### src/rtl/scene_pkg.sv
// Shared types and constants for the display-scene controller: top/expression
// state encodings, the fixed pixel-source index map and the menu cursor codes.
package scene_pkg;

    typedef enum logic [2:0] {
        ST_EXPRESSION = 3'd0,
        ST_MENU       = 3'd1,
        ST_SETTING    = 3'd2,
        ST_GAME       = 3'd3,
        ST_POTATO     = 3'd4,
        ST_FINISH     = 3'd5
    } state_t;

    typedef enum logic [2:0] {
        EX_IDLE    = 3'd0,
        EX_HAPPY   = 3'd1,
        EX_SATISFY = 3'd2,
        EX_SLEEP   = 3'd3,
        EX_EXPECT  = 3'd4
    } express_t;

    localparam int SRC_IDLE    = 0;
    localparam int SRC_HAPPY   = 1;
    localparam int SRC_SATISFY = 2;
    localparam int SRC_SLEEP   = 3;
    localparam int SRC_EXPECT  = 4;
    localparam int SRC_MENU    = 5;
    localparam int SRC_POTATO  = 6;
    localparam int SRC_FILL    = 7;

    localparam logic [1:0] MENU_GAME     = 2'd0;
    localparam logic [1:0] MENU_POTATO   = 2'd1;
    localparam logic [1:0] MENU_SETTING  = 2'd2;
    localparam logic [1:0] MENU_RESERVED = 2'd3;

    // Source that should be on screen for a given top/expression state pair.
    function automatic int scene_target(input state_t st, input express_t ex);
        int src;
        src = SRC_IDLE;
        case (st)
            ST_EXPRESSION: begin
                case (ex)
                    EX_IDLE:    src = SRC_IDLE;
                    EX_HAPPY:   src = SRC_HAPPY;
                    EX_SATISFY: src = SRC_SATISFY;
                    EX_SLEEP:   src = SRC_SLEEP;
                    EX_EXPECT:  src = SRC_EXPECT;
                    default:    src = SRC_IDLE;
                endcase
            end
            ST_MENU:             src = SRC_MENU;
            ST_POTATO:           src = SRC_POTATO;
            ST_SETTING, ST_GAME: src = SRC_FILL;
            ST_FINISH:           src = SRC_HAPPY;
            default:             src = SRC_IDLE;
        endcase
        return src;
    endfunction

endpackage

### src/rtl/scene_sequencer_tick_timer.sv
// Saturating tick counter: advances on tick while enabled, clear wins over
// counting, done once TIMEOUT ticks have been seen.
module tick_timer #(
    parameter int TIMEOUT = 10
) (
    input  logic clk,
    input  logic rst,
    input  logic enable,
    input  logic clear,
    input  logic tick,
    output logic done
);
    localparam int CNT_W = $clog2(TIMEOUT + 2);
    localparam logic [CNT_W-1:0] SAT = CNT_W'(TIMEOUT);

    logic [CNT_W-1:0] count_reg;

    always_ff @(posedge clk) begin
        if (rst || clear) begin
            count_reg <= '0;
        end else if (enable && tick && (count_reg < SAT)) begin
            count_reg <= count_reg + CNT_W'(1);
        end
    end

    assign done = (count_reg >= SAT);

endmodule

### src/rtl/scene_sequencer.sv
// Top-level UI state machine plus expression sub-machine; picks which pixel
// source feeds the LCD and swaps sources only at frame boundaries when asked.
module scene_sequencer
    import scene_pkg::*;
#(
    parameter int PIX_W        = 16,
    parameter int N_SRC        = 8,
    parameter int TICK_DIV     = 100_000_000,
    parameter int IDLE_TIMEOUT = 10,
    parameter int MENU_TIMEOUT = 10,
    parameter int FRAME_SYNC   = 1
) (
    input  logic                       clk,
    input  logic                       rst,
    input  logic                       frame_start,
    input  logic [N_SRC*PIX_W-1:0]     src_data,
    input  logic                       go,
    input  logic                       pressed,
    input  logic                       touched,
    input  logic                       expecting,
    input  logic                       petting,
    input  logic                       awaking,
    input  logic                       left,
    input  logic                       right,
    input  logic [1:0]                 menu_mode,
    input  logic                       potato_finish,
    output logic [PIX_W-1:0]           pix_out,
    output logic [$clog2(N_SRC)-1:0]   disp_sel,
    output logic [2:0]                 state_o,
    output logic [2:0]                 express_o,
    output logic                       potato_start
);
    localparam int SEL_W = $clog2(N_SRC);
    localparam int PRE_W = (TICK_DIV > 1) ? $clog2(TICK_DIV) : 1;

    // ---------------------------------------------------------------
    // Shared tick prescaler
    // ---------------------------------------------------------------
    logic [PRE_W-1:0] presc_reg;
    logic             tick;

    assign tick = (presc_reg == PRE_W'(TICK_DIV - 1));

    always_ff @(posedge clk) begin
        if (rst || tick) begin
            presc_reg <= '0;
        end else begin
            presc_reg <= presc_reg + PRE_W'(1);
        end
    end

    // ---------------------------------------------------------------
    // Inactivity timers
    // ---------------------------------------------------------------
    state_t   state_reg, state_next;
    express_t express_reg, express_next;
    logic     idle_active, idle_clear, idle_done;
    logic     menu_active, menu_clear, menu_done;

    assign idle_active = (state_reg == ST_EXPRESSION) && (express_reg == EX_IDLE);
    assign idle_clear  = !idle_active || go || touched || pressed;

    // Any state transition restarts the menu timer, so entry always begins at 0.
    assign menu_active = (state_reg == ST_MENU) || (state_reg == ST_FINISH);
    assign menu_clear  = left || right || pressed || (state_next != state_reg);

    tick_timer #(.TIMEOUT(IDLE_TIMEOUT)) u_idle_timer (
        .clk    (clk),
        .rst    (rst),
        .enable (idle_active),
        .clear  (idle_clear),
        .tick   (tick),
        .done   (idle_done)
    );

    tick_timer #(.TIMEOUT(MENU_TIMEOUT)) u_menu_timer (
        .clk    (clk),
        .rst    (rst),
        .enable (menu_active),
        .clear  (menu_clear),
        .tick   (tick),
        .done   (menu_done)
    );

    // ---------------------------------------------------------------
    // Transition decisions for both machines, evaluated on the same cycle
    // ---------------------------------------------------------------
    always_comb begin
        state_next = state_reg;
        case (state_reg)
            ST_EXPRESSION: if (pressed) state_next = ST_MENU;
            ST_MENU: begin
                if (menu_done) begin
                    state_next = ST_EXPRESSION;
                end else if (pressed) begin
                    case (menu_mode)
                        MENU_GAME:    state_next = ST_GAME;
                        MENU_POTATO:  state_next = ST_POTATO;
                        MENU_SETTING: state_next = ST_SETTING;
                        default:      state_next = ST_MENU;
                    endcase
                end
            end
            ST_SETTING, ST_GAME: if (pressed) state_next = ST_MENU;
            ST_POTATO:     if (potato_finish) state_next = ST_FINISH;
            ST_FINISH:     if (menu_done) state_next = ST_MENU;
            default:       state_next = ST_EXPRESSION;
        endcase
    end

    always_comb begin
        express_next = express_reg;
        if (state_reg == ST_EXPRESSION) begin
            case (express_reg)
                EX_IDLE: begin
                    if (idle_done)           express_next = EX_SLEEP;
                    else if (expecting)      express_next = EX_EXPECT;
                    else if (touched || go)  express_next = EX_HAPPY;
                end
                EX_HAPPY:   if (go || !touched) express_next = EX_IDLE;
                EX_SATISFY: if (!petting)       express_next = EX_EXPECT;
                EX_SLEEP:   if (awaking)        express_next = EX_IDLE;
                EX_EXPECT: begin
                    if (!expecting || pressed) express_next = EX_IDLE;
                    else if (petting)          express_next = EX_SATISFY;
                end
                default: express_next = EX_IDLE;
            endcase
        end
    end

    always_ff @(posedge clk) begin
        if (rst) begin
            state_reg   <= ST_EXPRESSION;
            express_reg <= EX_IDLE;
        end else begin
            state_reg   <= state_next;
            express_reg <= express_next;
        end
    end

    // ---------------------------------------------------------------
    // Source selection and pixel path
    // ---------------------------------------------------------------
    logic [PIX_W-1:0] src_arr [N_SRC];
    logic [SEL_W-1:0] target_sel;
    logic [SEL_W-1:0] disp_sel_reg;
    logic [PIX_W-1:0] pix_reg;

    for (genvar gi = 0; gi < N_SRC; gi++) begin : g_src
        assign src_arr[gi] = src_data[gi*PIX_W +: PIX_W];
    end

    // Target comes from the registered state, so a frame_start on the same
    // cycle as a transition still latches the outgoing scene.
    assign target_sel = SEL_W'(scene_target(state_reg, express_reg));

    always_ff @(posedge clk) begin
        if (rst) begin
            disp_sel_reg <= '0;
            pix_reg      <= '0;
        end else begin
            if ((FRAME_SYNC == 0) || frame_start) begin
                disp_sel_reg <= target_sel;
            end
            pix_reg <= src_arr[disp_sel_reg];
        end
    end

    assign pix_out      = pix_reg;
    assign disp_sel     = disp_sel_reg;
    assign state_o      = state_reg;
    assign express_o    = express_reg;
    assign potato_start = (state_reg == ST_POTATO);

endmodule
### config.mk
export PLATFORM = sky130hd
export DESIGN_NAME = scene_sequencer
export DESIGN_NICKNAME = d
export VERILOG_FILES = /design/src/rtl/scene_pkg.sv /design/src/rtl/scene_sequencer_tick_timer.sv /design/src/rtl/scene_sequencer.sv
export SDC_FILE = /design/constraint.sdc
export NUM_CORES = 1
export LEC_CHECK = 0
export CORE_ASPECT_RATIO = 1.2
export CORE_UTILIZATION = 58
export CTS_CLUSTER_DIAMETER = 150
export DETAILED_ROUTE_END_ITERATION = 8
export DONT_BUFFER_PORTS = 1
export GPL_ROUTABILITY_DRIVEN = 0
export MAX_ROUTING_LAYER = met4
export PLACE_DENSITY = 0.73
export REMOVE_ABC_BUFFERS = 1
export SYNTH_ARGS = -nofsm -noshare
export SYNTH_HDL_FRONTEND = slang
export SYNTH_HIERARCHICAL = 1
export SYNTH_SLANG_ARGS = --single-unit
### constraint.sdc
create_clock -name clk -period 1.9 [get_ports clk]
set_input_delay 0.57 -clock clk [delete_from_list [all_inputs] [get_ports clk]]
set_output_delay 0.57 -clock clk [all_outputs]
set_load 0.02 [all_outputs]
==> After elaboration in Yosys (flattened, before gate mapping) <==
Cells that the tools add are included.
{ "op_classes": {"eq_ne": 18, "n_mux": 21, "add_sub_neg": 3, "reduce_logical": 27, "bitwise_logic": 1, "n_lt_le_gt_ge": 5} }
{ "op_table": {"columns": ["operator", "n"], "rows": [
  ["$bmux W16 S3", 1],
  ["$mux W3", 13],
  ["$mux W16", 2],
  ["$pmux W3 S5", 2],
  ["$add A27 B1 Y27 const B", 1],
  ["$eq A27 B27 Y1 const B", 1],
  ["$pmux W3 S4", 2],
  ["$logic_or A1 B1 Y1", 13],
  ["$eq A3 B2 Y1 const B", 4],
  ["$ge A4 B4 Y1 const B", 3],
  ["$eq A3 B3 Y1 const B", 3],
  ["$pmux W3 S3", 1],
  ["$add A4 B1 Y4 const B", 2],
  ["$lt A4 B4 Y1 const B", 2],
  ["$eq A3 B1 Y1 const B", 2],
  ["$logic_not A3 Y1", 2],
  ["$ne A2 B2 Y1 const B", 3],
  ["$reduce_and A6 Y1", 1],
  ["$logic_and A1 B1 Y1", 5],
  ["$ne A4 B3 Y1 const B", 1],
  ["$not A3 Y4", 1],
  ["$logic_not A1 Y1", 3],
  ["$ne A3 B3 Y1", 1],
  ["$ne A3 B3 Y1 const B", 1],
  ["5 further kinds", 5]
]} }
{ "word_totals": {"reg_bits": 60, "inputBits": 142, "wordCells": 82} }

==> Longest topological paths before layout <==
{ "logic_depth": {"depth_word": 8, "mapped_depth": 8} }

==> Cells and area by module <==
The synthesis kept the hierarchy.
{ "modules_own_cells": {"columns": ["mod", "instances", "area_per_inst_um2", "cells_per_inst"], "rows": [
  ["scene_sequencer", 1, 3204.3, 321],
  ["tick_timer", 2, 227.7, 25]
]} }

==> Worst setup path after synthesis <==
OpenSTA, ideal clock, no wires.
{ "synth_path": {"kind": "flip-flop to output port", "from": "register state_reg[2] (netlist: state_o[2])", "to": "output port potato_start", "n_path_buf": 1, "arrival_ns": 1.300, "slack_ns": 0.030, "path_stages_with_launch": 4, "cell_sequence": "dfxtp_1 > clkbuf_1 > inv_1 > nor3_1"} }
{ "synth_via": {"elab_chain_len": 1} }
{ "synth_rtl": {"columns": ["item", "line", "source"], "rows": [
  ["start: declaration", "scene_sequencer.sv:55", "state_t state_reg, state_next;"],
  ["start signal: assignment", "scene_sequencer.sv:137", "state_reg <= state_next;"],
  ["$eq A3 B3 Y1", "scene_sequencer.sv:174", "assign potato_start = (state_reg == ST_POTATO);"],
  ["end: declaration", "scene_sequencer.sv:31", "output logic potato_start"]
]} }
Every way passes these cells.

==> Worst setup path in the final report <==
{ "layout_path": {"from": "register disp_sel_reg[0] (netlist: disp_sel[0])", "to": "output port disp_sel[0]"} }
{ "layout_lines": {"columns": ["item", "line", "source"], "rows": [
  ["start: declaration", "scene_sequencer.sv:147", "logic [SEL_W-1:0] disp_sel_reg;"],
  ["start signal: assignment", "scene_sequencer.sv:164", "disp_sel_reg <= target_sel;"],
  ["end: declaration", "scene_sequencer.sv:28", "output logic [$clog2(N_SRC)-1:0] disp_sel,"]
]} }
No word-level cell between the ends.

==> flow_summary.toml <==
[finish]
largest_reg_flops = 27
layout.cells.non_filler = 476
final_core_util_pct = 67.9
syn_to_final_growth_pct = 12.2
fin_area_mm2 = 0.00411
layout_commonest_cell = "dfxtp_1"
drive_gt1_share_pct = 23.6
layout.nets = 533
layout_common_cells = "dfxtp_1, nor2_1, mux4_2"

[power]
p_seq_share_pct = 46.8
swShare_pct = 27.8
p_clk_share_pct = 39.0
p_sw_mw = 0.835
p_int_mw = 2.17
leakage_nw = 1.38
ir_worst_vdd_v = 0.000521
powerDensity_mw_per_mm2 = 731
pwr-share-comb_pct = 14.1

[floorplanning]
die_h_um = 89.0
die_w_um = 74.5
num_rows = 31
io-pin-count = 168
die_area_mm2 = 0.00663
start_util_pct = 60.5
core-area_mm2 = 0.00605

[worst_setup_path]
start_kind = "flop"
worstPathRequired_ps = 1330
worstSetupEndpointType = "output pin"
criticalPathCategory = "reg2out"
r2r_cells = 8
critPathMaxFanout = 11
r2r_slack_ps = 120
cp_data_arrival_time_ps = 1250
reg2reg_to = "u_menu_timer/count_reg[0]"
r2r_start = "u_menu_timer/count_reg[0]"

[route]
wl_per_cell_um = 19.8
drc = 0
firstDrtPassIters = 4
vias_per_cell = 6.48
routed_wl_um = 9420
initialDrtViolationCount = 144
vias = 3083
drtAntennaViolNets = 0

[timing]
clock_skew_ps = 7.34
fmax_mhz = 549
finalCritPeriodShare_pct = 95.9
rsz0062_at_grt = "yes"
relSlewSlack_pct = 73.5
holdWs_ps = 298
setup_viol = 0
finalWorstSetupSlack_ps = 77.7
drv_slew = 0
tightest_slew_ps = 387
hold_viol_final = 0
layout_min_cycle_time_ps = 1820

[worst_hold_path]
worstHoldPathType = "in2reg"
worst_hold_path.num_cells = 1
holdPathEnd = "disp_sel[1]"
min-delay-start = "rst"

[placed_design]
dpl.cell_count = 456
dpl.hpwl_um = 7030
post_dp_cell_area_mm2 = 0.00387
portBuffers = 0
place_ws_ps = 15.1

[global_route]
antenna_found_initial = 2
gr-total-overflow = 0
grt_pass1_vias = 2729
grt_max_degree = 36
grt_pass1_wl_um = 13400
grt_usage_pct = 28.7

[clock_network]
clkLatencyLatePin_ps = 340
hold_buffers = 0
clkSinkCount = 60
clk_path_buf_depth = 2
cts_tree = "done"
cts_buffers = 9
path_clk_slew_ps = 80
cts_root_buf = "clkbuf_8"
htree_levels = 3
postCtsSetupRepairBufs = 0

[synthesis]
synthFlopType = "dfxtp_1"
synth_cell_type_count = 51
synth-edff-count = 0
ys_ff_latch = 60
yosys_warnings = 6
synthCells = 371
syn_avg_cell_area_um2 = 9.86
synthArstFlopShare_pct = 0
yosysSeqAreaShare_pct = 32.8
syn_area_mm2 = 0.00366

[run]
maxCapViolCount = 0

[run_status]
status = "finished, final reports clean"
[worst max-delay path by stage]
stage,startpoint,to,slack (ps)
3_3_place_gp,menu_mode[1],u_menu_timer/count_reg[0],100
4_1_cts,state_o[0],potato_start,30
2_1_floorplan,disp_sel[0],pix_out[0],-640
5_1_grt,u_menu_timer/count_reg[0],u_menu_timer/count_reg[0],-20
6_report,disp_sel[0],disp_sel[0],80
3_5_place_dp,u_menu_timer/count_reg[0],u_menu_timer/count_reg[0],20
[layer usage]
layer  share of wire [%]  wire, µm  GRT usage (%)  vias up
met4                 1.4       131           9.26        0
li1                    -         -              -     1453
met3                 7.5       703           8.91       12
met2                  49      4600           42.8      121
met1                  42      3980           37.3     1497
met5                   0         0              -        -
[worst max-delay path, stage by stage, from the launching register on]
cell and delay (ps):
dfxtp_2 450, buf_4 270, buf_4 180
[Yosys cell counts, drive strengths merged, types with 2 or more instances]
master | number | share of area, %
dfxtp | 60 | 33
nor2 | 36 | 3.7
mux4 | 32 | 20
nand2 | 24 | 2.5
a21oi | 20 | 2.7
mux2i | 19 | 5.2
inv | 13 | 1.3
nand3 | 13 | 1.8
nor3 | 12 | 1.6
buf | 11 | 1.8
clkbuf | 11 | 1.1
o21ai | 11 | 1.5
o31ai | 10 | 2.4
nand4 | 9 | 1.7
xor2 | 8 | 1.9
and3 | 7 | 1.2
or4 | 7 | 1.5
ha | 6 | 2.1
nand2b | 6 | 1.0
or3 | 6 | 1.0
nor4 | 5 | 1.2
and4 | 4 | 1.0
xnor2 | 4 | 0.96
a2111oi | 3 | 0.72
a31oi | 3 | 0.51
and2 | 3 | 0.65
nor2b | 3 | 0.51
o211ai | 3 | 0.62
a211oi | 2 | 0.41
a21boi | 2 | 0.41
a311oi | 2 | 0.48
a41oi | 2 | 0.48
and4b | 2 | 0.55
o21a | 2 | 0.41
o31a | 2 | 0.48
[logic make-up (layout without fill, tap and decap cells)]
group,Yosys count,count (layout),share of synthesized area (%)
other,0,4,0
adders and majority gates,6,6,2.05
buffers and inverters,35,54,4.24
and+or+nand+nor,141,141,20.9
DFF,60,60,32.8
AOI/OAI and AO/OA,65,65,11.9
muxes,52,52,25.2
xor gates and xnor gates,12,12,2.87
[per-stage QoR]
stage / power, mW / TNS (ps)
6_report: 3.00 / 0
5_1_grt: 3.11 / -19.5
4_1_cts: 3.01 / 0
3_5_place_dp: 1.86 / 0
3_3_place_gp: 1.85 / 0
2_1_floorplan: 1.76 / -10610
[area by class of cell]
type                       instances  area (µm²)
antenna                            4        10.0
clock buffer                       9         124
clock inverter                     7        76.3
fill                             487        1940
inverter                          13        48.8
multi-input combinational        276        2320
sequential                        60        1210
tap                               82         103
timing repair buffer              25         213
[power by group through the flow]
stage | registers, mW | logic (mW) | clock network, mW
final | 1.41 | 0.425 | 1.17
after floorplan | 1.48 | 0.279 | 0
after detailed placement | 1.43 | 0.424 | 0
after global placement | 1.43 | 0.417 | 0
after global routing | 1.41 | 0.463 | 1.24
after CTS | 1.41 | 0.427 | 1.18
[timing repair]
action	CTS	global route
pin swaps	1	5
endpoints found under the hold margin	0	0
setup endpoints to repair	2	9
resized for setup	2	7
Power figures use the tool's default switching activity.
